`src/rtl/jtag_tap_multi.sv`:
```
// IEEE 1149.1-style TAP controller: 16-state TAP FSM, IR, IDCODE, BYPASS and a bank of
// NUM_DR user data registers, each with a shift stage, a shadow stage and an update strobe.
module jtag_tap_multi #(
  parameter int unsigned         IR_WIDTH     = 4,
  parameter int unsigned         DR_WIDTH     = 8,
  parameter int unsigned         NUM_DR       = 2,
  parameter logic [IR_WIDTH-1:0] USER_BASE    = 4'd4,
  parameter logic [IR_WIDTH-1:0] IDCODE_INSTR = 4'd1,
  parameter logic [31:0]         IDCODE_VALUE = 32'h1000_0001
) (
  input  logic                       TCK,
  input  logic                       RST,
  input  logic                       TMS,
  input  logic                       TDI,
  output logic                       TDO,
  output logic                       TDO_EN,
  output logic [IR_WIDTH-1:0]        IR,
  input  logic [NUM_DR*DR_WIDTH-1:0] DR_IN,
  output logic [NUM_DR*DR_WIDTH-1:0] DR_OUT,
  output logic [NUM_DR-1:0]          DR_UPDATE
);

  typedef enum logic [3:0] {
    TLR, RTI,
    SEL_DR, CAP_DR, SHIFT_DR, EX1_DR, PAUSE_DR, EX2_DR, UPD_DR,
    SEL_IR, CAP_IR, SHIFT_IR, EX1_IR, PAUSE_IR, EX2_IR, UPD_IR
  } tap_state_t;

  localparam logic [IR_WIDTH-1:0] IR_CAPTURE = {{(IR_WIDTH-1){1'b0}}, 1'b1};

  if (IR_WIDTH < 2) begin : g_chk_ir_width
    $error("jtag_tap_multi: IR_WIDTH must be at least 2");
  end
  if (DR_WIDTH < 1) begin : g_chk_dr_width
    $error("jtag_tap_multi: DR_WIDTH must be at least 1");
  end
  if (NUM_DR < 1 || NUM_DR > (2**IR_WIDTH) - 3) begin : g_chk_num_dr
    $error("jtag_tap_multi: NUM_DR out of range");
  end
  if (IDCODE_VALUE[0] != 1'b1) begin : g_chk_idcode
    $error("jtag_tap_multi: IDCODE_VALUE bit 0 must be 1");
  end

  tap_state_t          state;
  logic [IR_WIDTH-1:0] ir_shift;
  logic [31:0]         idcode_shift;
  logic                bypass_shift;
  logic                sel_idcode;
  logic [NUM_DR-1:0]   sel_user;
  logic [NUM_DR-1:0]   user_lsb;
  logic                dr_tdo;

  function automatic tap_state_t next_state(input tap_state_t s, input logic tms);
    unique case (s)
      TLR:      return tms ? TLR      : RTI;
      RTI:      return tms ? SEL_DR   : RTI;
      SEL_DR:   return tms ? SEL_IR   : CAP_DR;
      CAP_DR:   return tms ? EX1_DR   : SHIFT_DR;
      SHIFT_DR: return tms ? EX1_DR   : SHIFT_DR;
      EX1_DR:   return tms ? UPD_DR   : PAUSE_DR;
      PAUSE_DR: return tms ? EX2_DR   : PAUSE_DR;
      EX2_DR:   return tms ? UPD_DR   : SHIFT_DR;
      UPD_DR:   return tms ? SEL_DR   : RTI;
      SEL_IR:   return tms ? TLR      : CAP_IR;
      CAP_IR:   return tms ? EX1_IR   : SHIFT_IR;
      SHIFT_IR: return tms ? EX1_IR   : SHIFT_IR;
      EX1_IR:   return tms ? UPD_IR   : PAUSE_IR;
      PAUSE_IR: return tms ? EX2_IR   : PAUSE_IR;
      EX2_IR:   return tms ? UPD_IR   : SHIFT_IR;
      UPD_IR:   return tms ? SEL_DR   : RTI;
      default:  return TLR;
    endcase
  endfunction

  // Written as shift-then-overwrite-MSB so a 1-bit register needs no special case.
  function automatic logic [DR_WIDTH-1:0] shift_user(input logic [DR_WIDTH-1:0] v, input logic b);
    logic [DR_WIDTH-1:0] r;
    r = v >> 1;
    r[DR_WIDTH-1] = b;
    return r;
  endfunction

  assign sel_idcode = (IR == IDCODE_INSTR);

  always_ff @(posedge TCK) begin
    if (RST) begin
      state        <= TLR;
      IR           <= IDCODE_INSTR;
      ir_shift     <= '0;
      idcode_shift <= '0;
      bypass_shift <= 1'b0;
    end else begin
      state <= next_state(state, TMS);
      case (state)
        TLR:      IR <= IDCODE_INSTR;
        CAP_IR:   ir_shift <= IR_CAPTURE;
        SHIFT_IR: ir_shift <= {TDI, ir_shift[IR_WIDTH-1:1]};
        UPD_IR:   IR <= ir_shift;
        CAP_DR: begin
          if (sel_idcode)     idcode_shift <= IDCODE_VALUE;
          else if (~|sel_user) bypass_shift <= 1'b0;
        end
        SHIFT_DR: begin
          if (sel_idcode)     idcode_shift <= {TDI, idcode_shift[31:1]};
          else if (~|sel_user) bypass_shift <= TDI;
        end
        default: ;
      endcase
    end
  end

  for (genvar k = 0; k < NUM_DR; k++) begin : g_user
    localparam logic [IR_WIDTH-1:0] CODE = USER_BASE + IR_WIDTH'(k);

    if (CODE == IDCODE_INSTR || CODE == {IR_WIDTH{1'b1}}) begin : g_chk_alias
      $error("jtag_tap_multi: user DR code aliases IDCODE or BYPASS");
    end

    logic [DR_WIDTH-1:0] shift_q;
    logic [DR_WIDTH-1:0] shadow_q;
    logic                upd_q;

    assign sel_user[k]                     = (IR == CODE);
    assign user_lsb[k]                     = shift_q[0];
    assign DR_OUT[k*DR_WIDTH +: DR_WIDTH]  = shadow_q;
    assign DR_UPDATE[k]                    = upd_q;

    always_ff @(posedge TCK) begin
      if (RST) begin
        shift_q  <= '0;
        shadow_q <= '0;
        upd_q    <= 1'b0;
      end else begin
        upd_q <= 1'b0;
        if (sel_user[k]) begin
          case (state)
            CAP_DR:   shift_q <= DR_IN[k*DR_WIDTH +: DR_WIDTH];
            SHIFT_DR: shift_q <= shift_user(shift_q, TDI);
            UPD_DR: begin
              shadow_q <= shift_q;
              upd_q    <= 1'b1;
            end
            default: ;
          endcase
        end
      end
    end
  end

  always_comb begin
    dr_tdo = bypass_shift;
    if (sel_idcode)     dr_tdo = idcode_shift[0];
    else if (|sel_user) dr_tdo = |(sel_user & user_lsb);
    TDO = 1'b0;
    if (state == SHIFT_IR)      TDO = ir_shift[0];
    else if (state == SHIFT_DR) TDO = dr_tdo;
  end

  assign TDO_EN = (state == SHIFT_IR) || (state == SHIFT_DR);

endmodule

```
`config.mk`:
```
export PLATFORM = sky130hd
export DESIGN_NAME = jtag_tap_multi
export DESIGN_NICKNAME = d
export VERILOG_FILES = /design/src/rtl/jtag_tap_multi.sv
export SDC_FILE = /design/constraint.sdc
export NUM_CORES = 1
export LEC_CHECK = 0
export BUFFER_PORTS_ARGS = -buffer_cell sky130_fd_sc_hd__buf_4
export CAP_MARGIN = 20
export CORE_MARGIN = 2
export CORE_UTILIZATION = 48
export DETAILED_ROUTE_END_ITERATION = 7
export HOLD_SLACK_MARGIN = 0.15
export PLACE_DENSITY = 0.71
export RECOVER_POWER = 25
export SLEW_MARGIN = 10
export SYNTH_ARGS = -nofsm -noshare
export SYNTH_HDL_FRONTEND = slang
export SYNTH_SLANG_ARGS = --single-unit
```
`constraint.sdc`:
```
create_clock -name TCK -period 1.84 [get_ports TCK]
set_input_delay 0.276 -clock TCK [delete_from_list [all_inputs] [get_ports TCK]]
set_output_delay 0.276 -clock TCK [all_outputs]
set_load 0.005 [all_outputs]
```
==> reports/results.ini <==
[route]
dr.pass1.iters=4
wire_per_inst_microns=13.9
wirelength_microns=6570
drc_errors=0
drt-initial-drc-count=164
route.detailed.vias_per_inst=5.39
antenna_left=0
vias=2551

[layout]
seq_area_sq_um=1590
filler_cell_count=561
drive_above_1_share_pct=24.2
final_nets=410
multi_input_comb_area_sq_um=1550
insertedDiodeCount=0
syn2layout_area_growth_pct=20.3

[timing]
timing.final.max_slew_violations=0
timing_hold_violations_final=0
maxSlewHeadroom_pct=68.4
unrepaired_setup_endpoints_after_global_routing=true
worst_clock_skew_ns=0.0122
period_needed_ns=1.90
post-route-worst-setup-slack_ns=-0.0555
tightestPinTransition_ns=0.473
final_worst_path_period_share_pct=103
max_clock_freq_mhz=528
final_setup_violation_count=1

[worst_hold_path]
timing.hold.worst_endpoint=ir_shift[3]$_SDFFE_PP0P_
type_of_the_worst_min_delay_path=in2reg
timing.hold.worst.start=TDI
whs_path_depth=3

[logic_synthesis]
netlist_area_pre_place_sq_um=3300
synth_most_common_cell=sky130_fd_sc_hd__dfxtp_1
synth.cells.most_frequent=sky130_fd_sc_hd__dfxtp_1, sky130_fd_sc_hd__nor2_1, sky130_fd_sc_hd__nand2b_1
ys_dominant_reg_cell=sky130_fd_sc_hd__dfxtp_1
synth_seq_area_share_pct=47.9
synth.yosys.warnings=0
syn_area_per_cell_sq_um=9.45
synthArstFlopShare_pct=0
yosysUniqueCellTypes=43
post_synth_main_area_contributors=sky130_fd_sc_hd__dfxtp_1, sky130_fd_sc_hd__mux2i_1, sky130_fd_sc_hd__nand2b_1
post-synth-top-area-fraction_pct=47.9
synthCells=349
synth-seq-cells=79
count_of_flip_flops_with_a_built_in_enable_after_synthesis=0
synth_fp_nets=369
post-synth-top-area-cell=sky130_fd_sc_hd__dfxtp_1

[floorplanning]
die_h_microns=86.9
initial_core_util_pct=49.1
die_area_sq_um=7550
rows=30
design.portCount=44
coreArea_sq_um=6720
horizontal_die_dimension_microns=86.9

[setup_path]
cp.required_ns=1.56
r2r_setup_slack_ns=0.07
endpoint_kind=output port
cp_slowest_stage_delay_ns=0.57
crit_fanout=4
slowest_stage=sky130_fd_sc_hd__or4b_4
crit_type=reg2out
worstRegToRegCells=6
worst_r2r_endpoint=g_user[0].shift_q[1]$_SDFFE_PP0P_
timing.critical_path.arrival_ns=1.62
startpoint_type=register
r2r_start=state[3]$_SDFF_PP0_
path_cells=or4b_4 -> o31ai_4 -> buf_4

[run_status]
outcome=complete, but fails checks
failed_checks=setup timing

[cts]
clock_insertion_delay_worst_skew_ns=0.34
cts.hold.buffers_added=0
clock_tree.buffer_depth=2
h-tree-depth=3
clkSlewWorstSetupHoldPaths_ns=0.07
cts_inserted_buffers=9
tritoncts=built
tritoncts_num_sinks=79
clockRootBuffer=sky130_fd_sc_hd__clkbuf_8

[global_route]
grt_pass1_wl_microns=11100
globalRouteOverflowTotal=0
grt_pass1_vias=2376
overall_global_routing_usage_pct=18.5
grt_max_degree=55
antenna_found_initial=0

[power]
ir_worst_vdd_mv=0.447
p_per_area_nw_per_um2=791
report.power.total_mw=3.14
p_leak_nw=1.64

[placement]
io_buffers=43
detailed_place_hpwl_microns=4210
gpl.final_weighted_congestion=0.769
pre_cts_ws_ns=0.0476

[flow_run]
maxCapViolCount=0

-- cell families (layout without fill, tap and decap cells) --
family,count (synthesis),after routing,synth area share [%]
and+or+nand+nor,120,120,19.3
AOI/OAI and AO/OA,79,79,16.8
DFF,79,79,47.9
buffers and inverters,40,84,6.60
muxes,30,30,9.10
xor gates and xnor gates,1,1,0.266
-- worst max-delay path, delay by kind of cell (launching register included) --
| family | cells | cell delay [ns] |
|---|---|---|
| and+or+nand+nor | 1 | 0.57 |
| DFF | 1 | 0.32 |
| AOI/OAI and AO/OA | 1 | 0.24 |
| buffers and inverters | 1 | 0.15 |
-- metrics by stage --
stage          utilization, %  area (sq um)  std cells  TNS, ns  hold WS [ns]
6_report                 59.1          3970        473  -0.0555         0.234
5_1_grt                  59.1          3970        473   -0.195         0.240
4_1_cts                  58.4          3920        472  -0.0569         0.220
3_5_place_dp             55.4          3720        458        0         0.467
3_3_place_gp             55.4          3720        458        0         0.461
2_1_floorplan               -          3300        349        0         0.443
-- registers in the layout (all words and copies together) (netlist names) --
| register | count |
|---|---|
| bypass_shift | 1 |
| g_user.shift_q | 16 |
| g_user.upd_q | 2 |
| state | 4 |
| IR | 4 |
| g_user.shadow_q | 16 |
| idcode_shift | 32 |
| ir_shift | 4 |
-- what timing repair did --
item                                    in CTS  in global routing
endpoints found under the setup margin       1                 17
setup buffers                                0                  1
pin swaps                                    2                  2
resized for setup                            8                  9
-- placed cells by master, fill, tap and decap left out, drive strengths merged, types with 2 or more instances in the layout --
master | netlist | layout
mux2i | 30 | 30
nand4 | 3 | 3
dfxtp | 79 | 79
nand3b | 2 | 2
or4b | 4 | 4
o21ai | 7 | 7
a22o | 3 | 3
buf | 16 | 44
nand3 | 4 | 4
a211oi | 17 | 17
o22ai | 27 | 27
and2 | 3 | 3
o32ai | 4 | 4
nand2b | 32 | 32
nand4bb | 2 | 2
a21oi | 13 | 13
nor2b | 2 | 2
clkinv | 0 | 2
inv | 8 | 9
nor3 | 9 | 9
nand2 | 10 | 10
a2111oi | 2 | 2
clkbuf | 16 | 29
nor2 | 43 | 43
-- per-layer routing --
layer	wire length, microns	GRT usage (%)
met1	3120	25.9
met2	3080	27.1
met3	293	5.12
met4	82	7.10
met5	0	0
-- how the worst max path moves through the flow --
stage	start	endpoint	slack (ns)	cells past startpoint
finish	state[3]$_SDFF_PP0_	TDO	-0.06	3
global route	IR[2]$_SDFFE_PP0P_	TDO	-0.11	4
CTS	state[3]$_SDFF_PP0_	TDO	-0.06	3
detailed placement	state[3]$_SDFF_PP0_	g_user[1].shift_q[0]$_SDFFE_PP0P_	0.05	5
global placement	state[0]$_SDFF_PP0_	g_user[0].shift_q[7]$_SDFFE_PP0P_	0.09	5
floorplan	state[1]$_SDFF_PP0_	TDO	0.05	5
-- final cells by class --
class,count,share of cell area [%]
clock buffers,11,3.81
clock inverters,3,0.473
inverters,8,0.756
multi-input cells,230,39.1
flip-flops and latches,79,40.0
well taps,80,2.52
repair buffers,62,13.4
-- power breakdown --
part           switching, mW  internal [mW]  total (mW)
Sequential            0.0105           1.72        1.73
Clock                  0.583          0.549        1.13
Combinational          0.152          0.124       0.276
Total                  0.745           2.39        3.14
Note: power is estimated with default switching activity, not from simulation.
